### src/rtl/mips_pkg.sv
// Shared definitions for the 5-stage MIPS core: ALU command codes,
// register constants and default datapath widths.
package mips_pkg;

    // Default widths
    localparam int DW_DEF = 32;
    localparam int RW_DEF = 5;

    // EXE-stage ALU commands
    localparam logic [3:0] EXE_NOP = 4'd0;
    localparam logic [3:0] EXE_ADD = 4'd1;
    localparam logic [3:0] EXE_SUB = 4'd2;
    localparam logic [3:0] EXE_AND = 4'd3;
    localparam logic [3:0] EXE_OR  = 4'd4;
    localparam logic [3:0] EXE_NOR = 4'd5;
    localparam logic [3:0] EXE_XOR = 4'd6;
    localparam logic [3:0] EXE_SLL = 4'd7;
    localparam logic [3:0] EXE_SLA = 4'd8;
    localparam logic [3:0] EXE_SRA = 4'd9;
    localparam logic [3:0] EXE_SRL = 4'd10;

    // $zero register index: writes to it are discarded, so it never creates a hazard
    localparam logic [4:0] REG_ZERO = 5'd0;

endpackage

### src/rtl/id_exe_pipe_reg_sat_counter.sv
// Saturating up-counter used for the debug performance counters.
// Counts on inc unless hold is asserted; sticks at all-ones.
module sat_counter #(
    parameter int CW = 16
) (
    input  logic          clk,
    input  logic          rst,
    input  logic          inc,
    input  logic          hold,
    output logic [CW-1:0] count
);

    // Increment until all-ones, never wrap
    always_ff @(posedge clk) begin
        if (rst) begin
            count <= '0;
        end else if (!hold && inc && (count != {CW{1'b1}})) begin
            count <= count + 1'b1;
        end
    end

endmodule

### src/rtl/id_exe_pipe_reg.sv
// ID->EXE pipeline register. Holds decoded operands/control for the EXE
// stage, inserts bubbles on flush or load-use hazard, freezes on stall,
// and keeps saturating bubble/stall counters for debug.
module id_exe_pipe_reg
    import mips_pkg::*;
#(
    parameter int DW = 32,
    parameter int RW = 5,
    parameter int CW = 16
) (
    input  logic          clk,
    input  logic          rst,
    input  logic          freeze,
    input  logic          flush,
    input  logic          idValid,
    input  logic [DW-1:0] idPc,
    input  logic [DW-1:0] idVal1,
    input  logic [DW-1:0] idVal2,
    input  logic [DW-1:0] idStVal,
    input  logic [RW-1:0] idSrc1,
    input  logic [RW-1:0] idSrc2,
    input  logic          idUsesSrc2,
    input  logic [RW-1:0] idDest,
    input  logic [3:0]    idExeCMD,
    input  logic          idMemRead,
    input  logic          idMemWrite,
    input  logic          idWbEn,
    output logic          exeValid,
    output logic [DW-1:0] exePc,
    output logic [DW-1:0] exeVal1,
    output logic [DW-1:0] exeVal2,
    output logic [DW-1:0] exeStVal,
    output logic [RW-1:0] exeSrc1,
    output logic [RW-1:0] exeSrc2,
    output logic [RW-1:0] exeDest,
    output logic [3:0]    exeCMD,
    output logic          exeMemRead,
    output logic          exeMemWrite,
    output logic          exeWbEn,
    output logic          hazard,
    output logic [CW-1:0] bubbleCnt,
    output logic [CW-1:0] stallCnt
);

    logic bubble;

    // Load-use detect: a load sitting in EXE whose destination the ID instruction reads
    always_comb begin
        hazard = idValid && exeValid && exeMemRead &&
                 (exeDest != RW'(REG_ZERO)) &&
                 ((idSrc1 == exeDest) || (idUsesSrc2 && (idSrc2 == exeDest)));
    end

    assign bubble = flush || hazard;

    // Pipe register update, priority rst > freeze > flush/hazard bubble > load
    always_ff @(posedge clk) begin
        if (rst || (!freeze && bubble)) begin
            // A bubble is an all-zero slot so it can have no side effects downstream
            exeValid    <= 1'b0;
            exePc       <= '0;
            exeVal1     <= '0;
            exeVal2     <= '0;
            exeStVal    <= '0;
            exeSrc1     <= '0;
            exeSrc2     <= '0;
            exeDest     <= '0;
            exeCMD      <= EXE_NOP;
            exeMemRead  <= 1'b0;
            exeMemWrite <= 1'b0;
            exeWbEn     <= 1'b0;
        end else if (!freeze) begin
            exeValid    <= idValid;
            exePc       <= idPc;
            exeVal1     <= idVal1;
            exeVal2     <= idVal2;
            exeStVal    <= idStVal;
            exeSrc1     <= idSrc1;
            exeSrc2     <= idSrc2;
            exeDest     <= idDest;
            // Invalid ID slots carry their data but must not act
            exeCMD      <= idValid ? idExeCMD : EXE_NOP;
            exeMemRead  <= idValid && idMemRead;
            exeMemWrite <= idValid && idMemWrite;
            exeWbEn     <= idValid && idWbEn;
        end
    end

    // One count per bubble cycle, even when flush and hazard coincide; frozen cycles don't count
    sat_counter #(.CW(CW)) u_bubble_cnt (
        .clk   (clk),
        .rst   (rst),
        .inc   (bubble),
        .hold  (freeze),
        .count (bubbleCnt)
    );

    // Counts every frozen cycle
    sat_counter #(.CW(CW)) u_stall_cnt (
        .clk   (clk),
        .rst   (rst),
        .inc   (freeze),
        .hold  (1'b0),
        .count (stallCnt)
    );

endmodule
### config.mk
export PLATFORM = sky130hd
export DESIGN_NAME = id_exe_pipe_reg
export DESIGN_NICKNAME = d
export VERILOG_FILES = /design/src/rtl/mips_pkg.sv /design/src/rtl/id_exe_pipe_reg_sat_counter.sv /design/src/rtl/id_exe_pipe_reg.sv
export SDC_FILE = /design/constraint.sdc
export NUM_CORES = 1
export LEC_CHECK = 0
export CAP_MARGIN = 20
export CORE_MARGIN = 5
export CORE_UTILIZATION = 31
export CTS_CLUSTER_DIAMETER = 150
export DETAILED_ROUTE_END_ITERATION = 16
export GPL_TIMING_DRIVEN = 0
export PLACE_DENSITY = 0.69
export SLEW_MARGIN = 20
export SYNTH_ARGS = -nofsm -noshare
export SYNTH_HDL_FRONTEND = slang
export SYNTH_SLANG_ARGS = --single-unit
### constraint.sdc
create_clock -name clk -period 4.4 [get_ports clk]
set_clock_uncertainty 0.15 [all_clocks]
set_input_delay 0.66 -clock clk [delete_from_list [all_inputs] [get_ports clk]]
set_output_delay 0.66 -clock clk [all_outputs]
set_load 0.01 [all_outputs]
== After elaboration in Yosys (flattened, before gate mapping) ==
Cells that the tools add are included.
Widths: inputs -> output; s select.

* Register bits: 183
* Output and inout bits: 184
* Input bits: 156
* Word-level logic and storage cells: 37

* Eq/ne operators: 4
* Add/subtract/negate cells: 2
* Multiplexer cells: 1
* Reduce and logical (&&, ||, !) cells: 16

{| class="wikitable"
|+ Operator list
! cell !! number
|-
| $add 16x1->16 const B || 2
|-
| $ne 16x16->1 const B || 2
|-
| $logic_and 1x1->1 || 11
|-
| $eq 5x5->1 || 2
|-
| $reduce_bool 5->1 || 1
|-
| $mux 4 || 1
|-
| $logic_or 1x1->1 || 3
|-
| $logic_not 1->1 || 1
|}

== Longest topological paths before layout ==
* Depth after elaboration: 7
* Gate-level depth with buffers: 8
* Gate-level depth less buffers: 7

== Modules after synthesis ==
A second synthesis with hierarchy kept.

* Cells, all modules: 1243
* Area total of the unflattened synthesis: 10701.5 um^2

{| class="wikitable"
|+ By module, submodules not included
! module !! seq. area each (um^2) !! times used !! area an instance (um^2) !! cells an instance
|-
| id_exe_pipe_reg || 3022.9 || 1 || 8962.3 || 1047
|-
| sat_counter || 320.3 || 2 || 869.6 || 98
|}

== Least setup slack after synthesis ==
No wires, ideal clock.

* Path kind: input -> register
* Start point: input port idSrc2[3]
* End point: register u_bubble_cnt.count[4]
* Slack: 1.964 ns
* Cell stages on the path: 6
* Buffers on the path: 0
* Arrival time: 2.165 ns
* Data required time: 4.129 ns
* Setup time: 0.121 ns
* Path through: xor2_1 > nor4_4 > a221oi_4 > nor4b_2 > and3_1 > mux2_4

* Longest elaborated chain between the ends: 7

{| class="wikitable"
|+ RTL lines
! item !! RTL line !! source
|-
| start: declaration || id_exe_pipe_reg.sv:21 || <nowiki>input logic [RW-1:0] idSrc2,</nowiki>
|-
| $eq 5x5->1 || id_exe_pipe_reg.sv:51 || <nowiki>((idSrc1 == exeDest) || (idUsesSrc2 && (idSrc2 == exeDest)));</nowiki>
|-
| $logic_and 1x1->1 || id_exe_pipe_reg.sv:51 ||
|-
| $logic_or 1x1->1 || id_exe_pipe_reg.sv:51 ||
|-
| $logic_and 1x1->1 || id_exe_pipe_reg.sv:50 || <nowiki>(exeDest != RW'(REG_ZERO)) &&</nowiki>
|-
| $logic_or 1x1->1 || id_exe_pipe_reg.sv:54 || <nowiki>assign bubble = flush || hazard;</nowiki>
|-
| $logic_and 1x1->1 (2 in series) || id_exe_pipe_reg_sat_counter.sv:17 || <nowiki>end else if (!hold && inc && (count != {CW{1'b1}})) begin</nowiki>
|-
| end signal: assignment || id_exe_pipe_reg_sat_counter.sv:18 || <nowiki>count <= count + 1'b1;</nowiki>
|-
| end: declaration || id_exe_pipe_reg_sat_counter.sv:10 || <nowiki>output logic [CW-1:0] count</nowiki>
|}

Every way passes these cells.
A chain may end at the register's enable or synchronous reset.

== Worst setup path in the final report ==
* Start point: input port idSrc2[3]
* End point: output port hazard

* Longest elaborated chain between the ends: 4

{| class="wikitable"
|+ RTL lines
! item !! RTL line !! source
|-
| $eq 5x5->1 || id_exe_pipe_reg.sv:51 ||
|-
| $logic_and 1x1->1 || id_exe_pipe_reg.sv:51 ||
|-
| $logic_or 1x1->1 || id_exe_pipe_reg.sv:51 ||
|-
| $logic_and 1x1->1 || id_exe_pipe_reg.sv:50 ||
|-
| end: declaration || id_exe_pipe_reg.sv:40 || <nowiki>output logic hazard,</nowiki>
|}

Every way passes these cells.

==> impl_metrics.tcl <==
set metrics [dict create \
    status "finished clean" \
    worst_slack_ns 0.989 \
    cts_post_setup_buffers_inserted 0 \
    io_buffer_count 338 \
    fillers 2122 \
    firstDrtPassIters 4 \
    criticalPathCategory "input port to output pin" \
    syn_area_mm2 0.00703 \
    place_congestion 0.756 \
    maxSlewHeadroom_pct 48.8 \
    grt_usage_pct 17.0 \
    setup_viol 0 \
    whs_path_depth 2 \
    placed_area_mm2 0.0108 \
    grt_pass1_wl_mm 34.7 \
    min_period_ns 3.41 \
    start_util_pct 31.3 \
    cts_max_level 4 \
    fin_area_mm2 0.0114 \
    netlist_instances 687 \
    rsz0062_at_grt "false" \
    hp-start "exeVal1[28]" \
    wl_per_cell_um 16.9 \
    synth-edff-count 0 \
    overflow 0 \
    seq_area_mm2 0.00366 \
    synth-async-reset-ratio_pct 0 \
    nets 1202 \
    drive_gt1_share_pct 5.69 \
    vias_per_cell 4.59 \
    cts_tree "done" \
    drt-total-wl_mm 22.6 \
    arrival_ns 2.60 \
    ant_nets 0 \
    hold_path_class "flip-flop to flip-flop" \
    drt_iter0_drc 189 \
    hpwl_mm 17.6 \
    root_buffer "clkbuf_16" \
    die_h_um 161 \
    maxCapViolCount 0 \
    synth-seq-area-share_pct 52.1 \
    cp.required_ns 3.59 \
    end_kind "output pin" \
    dp_slack_ns 0.960 \
    via_count 6149 \
    yosys_warnings 0 \
    grt_start_max_net_pins 17 \
    crit_path_start_kind "input port" \
    drc 0 \
    layout_worst_path_cycle_share_pct 77.5 \
    ctsResizeCount 0 \
    cts.sinks 183 \
    p_per_area_mw_per_mm2 345 \
    dp.cells 1310 \
    rows 55 \
    multi_input_area_mm2 0.00316 \
    synth.net_count 845 \
    synthFlopType "dfxtp_1" \
    regToRegSetupSlack_ns 1.90 \
    hold_viol_final 0 \
    yosys_register_bits 183 \
    final_cells 1341 \
    cts_buffer_depth 2 \
    vdd_drop_max_v 0.000216 \
    timing.setup.tns_ns 0 \
    drv_slew 0 \
    critPathMaxFanout 2 \
    cts_hold_buf 0 \
    hold_path_end "exeVal1[28]" \
    fp.dieW_um 161 \
    worst_slew_pin_slew_ns 0.767 \
    synth_area_per_cell_um2 10.2 \
    r2r_start "exeDest[3]" \
    cellLeakagePower_nw 4.57 \
    io_pins 340 \
    antenna_found_initial 1 \
    max_freq_mhz 293 \
    area_delta_synth_final_pct 61.7 \
    insertion_delay_ns 0.42 \
    grt_pass1_vias 6271 \
    numCtsBuffers 17 \
    dieArea_mm2 0.0258 \
    yosysUniqueCellTypes 45 \
    rr_worst_depth 8 \
    clk_pin_slew_ns 0.06 \
    r2r_end "exeVal1[8]" \
    fp.coreArea_mm2 0.0225 \
]
[worst max path at each step]
stage | start | end | slack [ns] | depth (start not counted)
6_report | idSrc2[3] | hazard | 0.99 | 6
3_3_place_gp | idSrc2[3] | hazard | 0.98 | 6
2_1_floorplan | idSrc2[3] | u_bubble_cnt.count[4] | 1.96 | 6
4_1_cts | idSrc2[3] | hazard | 0.96 | 6
3_5_place_dp | idSrc2[3] | hazard | 0.96 | 6
5_1_grt | idSrc2[3] | hazard | 0.92 | 6
[per-stage QoR]
step                      total power [mW]  hold WS, ns  util, %
final                                 3.92        0.345     50.5
after global routing                  4.10        0.364     50.5
after CTS                             3.98        0.348     50.5
after detailed placement              2.38        0.332     47.9
after global placement                2.37        0.322     47.9
after floorplan                       2.03        0.369        -
[synthesized netlist by cell type, drive strengths merged, types with 4 or more instances]
library cell  instances  area, µm²
a22oi                 7       52.6
nor2                182        683
and2                  4       27.5
nor3                  5       35.0
or3                   5       31.3
nand3                 9       45.0
nor2b                 5       31.3
xnor2                13        114
buf                  20        121
and3                  7       43.8
xor2                 19        166
dfxtp               183       3660
a21oi                 8       51.3
mux2i               145       1450
clkbuf               21       78.8
nand2                10       37.5
nand4                 9       62.6
[critical path: stages]
cell	delay, ns
clkdlybuf4s50_1	0.44
xor2_1	0.19
nor4_4	0.39
a22o_4	0.19
and2_1	0.13
clkdlybuf4s50_1	0.59
[registers in the layout, summed over array words and instances (netlist names), 16 cells and up]
signal	count
exePc	32
exeStVal	32
exeVal1	32
exeVal2	32
u_bubble_cnt.count	16
u_stall_cnt.count	16
[routing by layer]
metal / part of all wire, % / GRT usage, % / vias up
li1: - / - / 3034
met1: 40 / 18.8 / 2842
met2: 47 / 28.6 / 252
met3: 11 / 8.52 / 21
met4: 1.5 / 5.20 / 0
met5: 0 / 0 / -
[cell type report]
type	instances	share of cell area, %
buffer	41	1.76
sequential	183	32.2
multi-input combinational	461	27.8
tap	285	3.14
antenna	1	0.0220
inverter	2	0.0660
clock buffer	18	3.77
timing repair buffer	338	29.7
clock inverter	12	1.49
[cell usage in the layout, fill, tap and decap left out, types with 2 or more instances in the layout]
cell / count
o21ai_0: 3
or4_1: 3
bufinv_16: 3
buf_2: 7
inv_1: 2
buf_4: 10
clkbuf_16: 17
nor3_2: 2
nor3_1: 3
nor2b_1: 5
ha_1: 2
or3_1: 5
and3_1: 7
nor2_1: 182
clkbuf_1: 22
nor4_1: 2
nand2_1: 10
nand3_1: 9
and4_1: 3
inv_6: 3
clkdlybuf4s50_1: 338
dfxtp_1: 183
a22oi_1: 7
mux2i_1: 145
a21oi_1: 7
xor2_1: 19
buf_1: 3
and2_1: 3
o31ai_1: 3
nor4b_2: 2
xnor2_1: 13
clkinv_4: 3
nor3b_1: 2
clkinvlp_4: 2
nand4_1: 8
[where the power goes]
| part | switching (mW) | internal, mW | total, mW | leakage (nW) |
|---|---|---|---|---|
| sequential | 0.0417 | 1.73 | 1.77 | 1.50 |
| clock | 0.683 | 0.901 | 1.58 | 0.285 |
| combinational | 0.231 | 0.335 | 0.566 | 2.79 |
| total | 0.956 | 2.96 | 3.92 | 4.57 |
[kinds of logic after synthesis]
kind of cell | synth area share, %
and+or+nand+nor | 16.3
DFF | 52.1
muxes | 21.0
buffers and inverters | 2.95
xor gates and xnor gates | 3.99
AOI/OAI and AO/OA | 3.27
adders and majority gates | 0.356
Note: power is estimated with default switching activity, not from simulation.
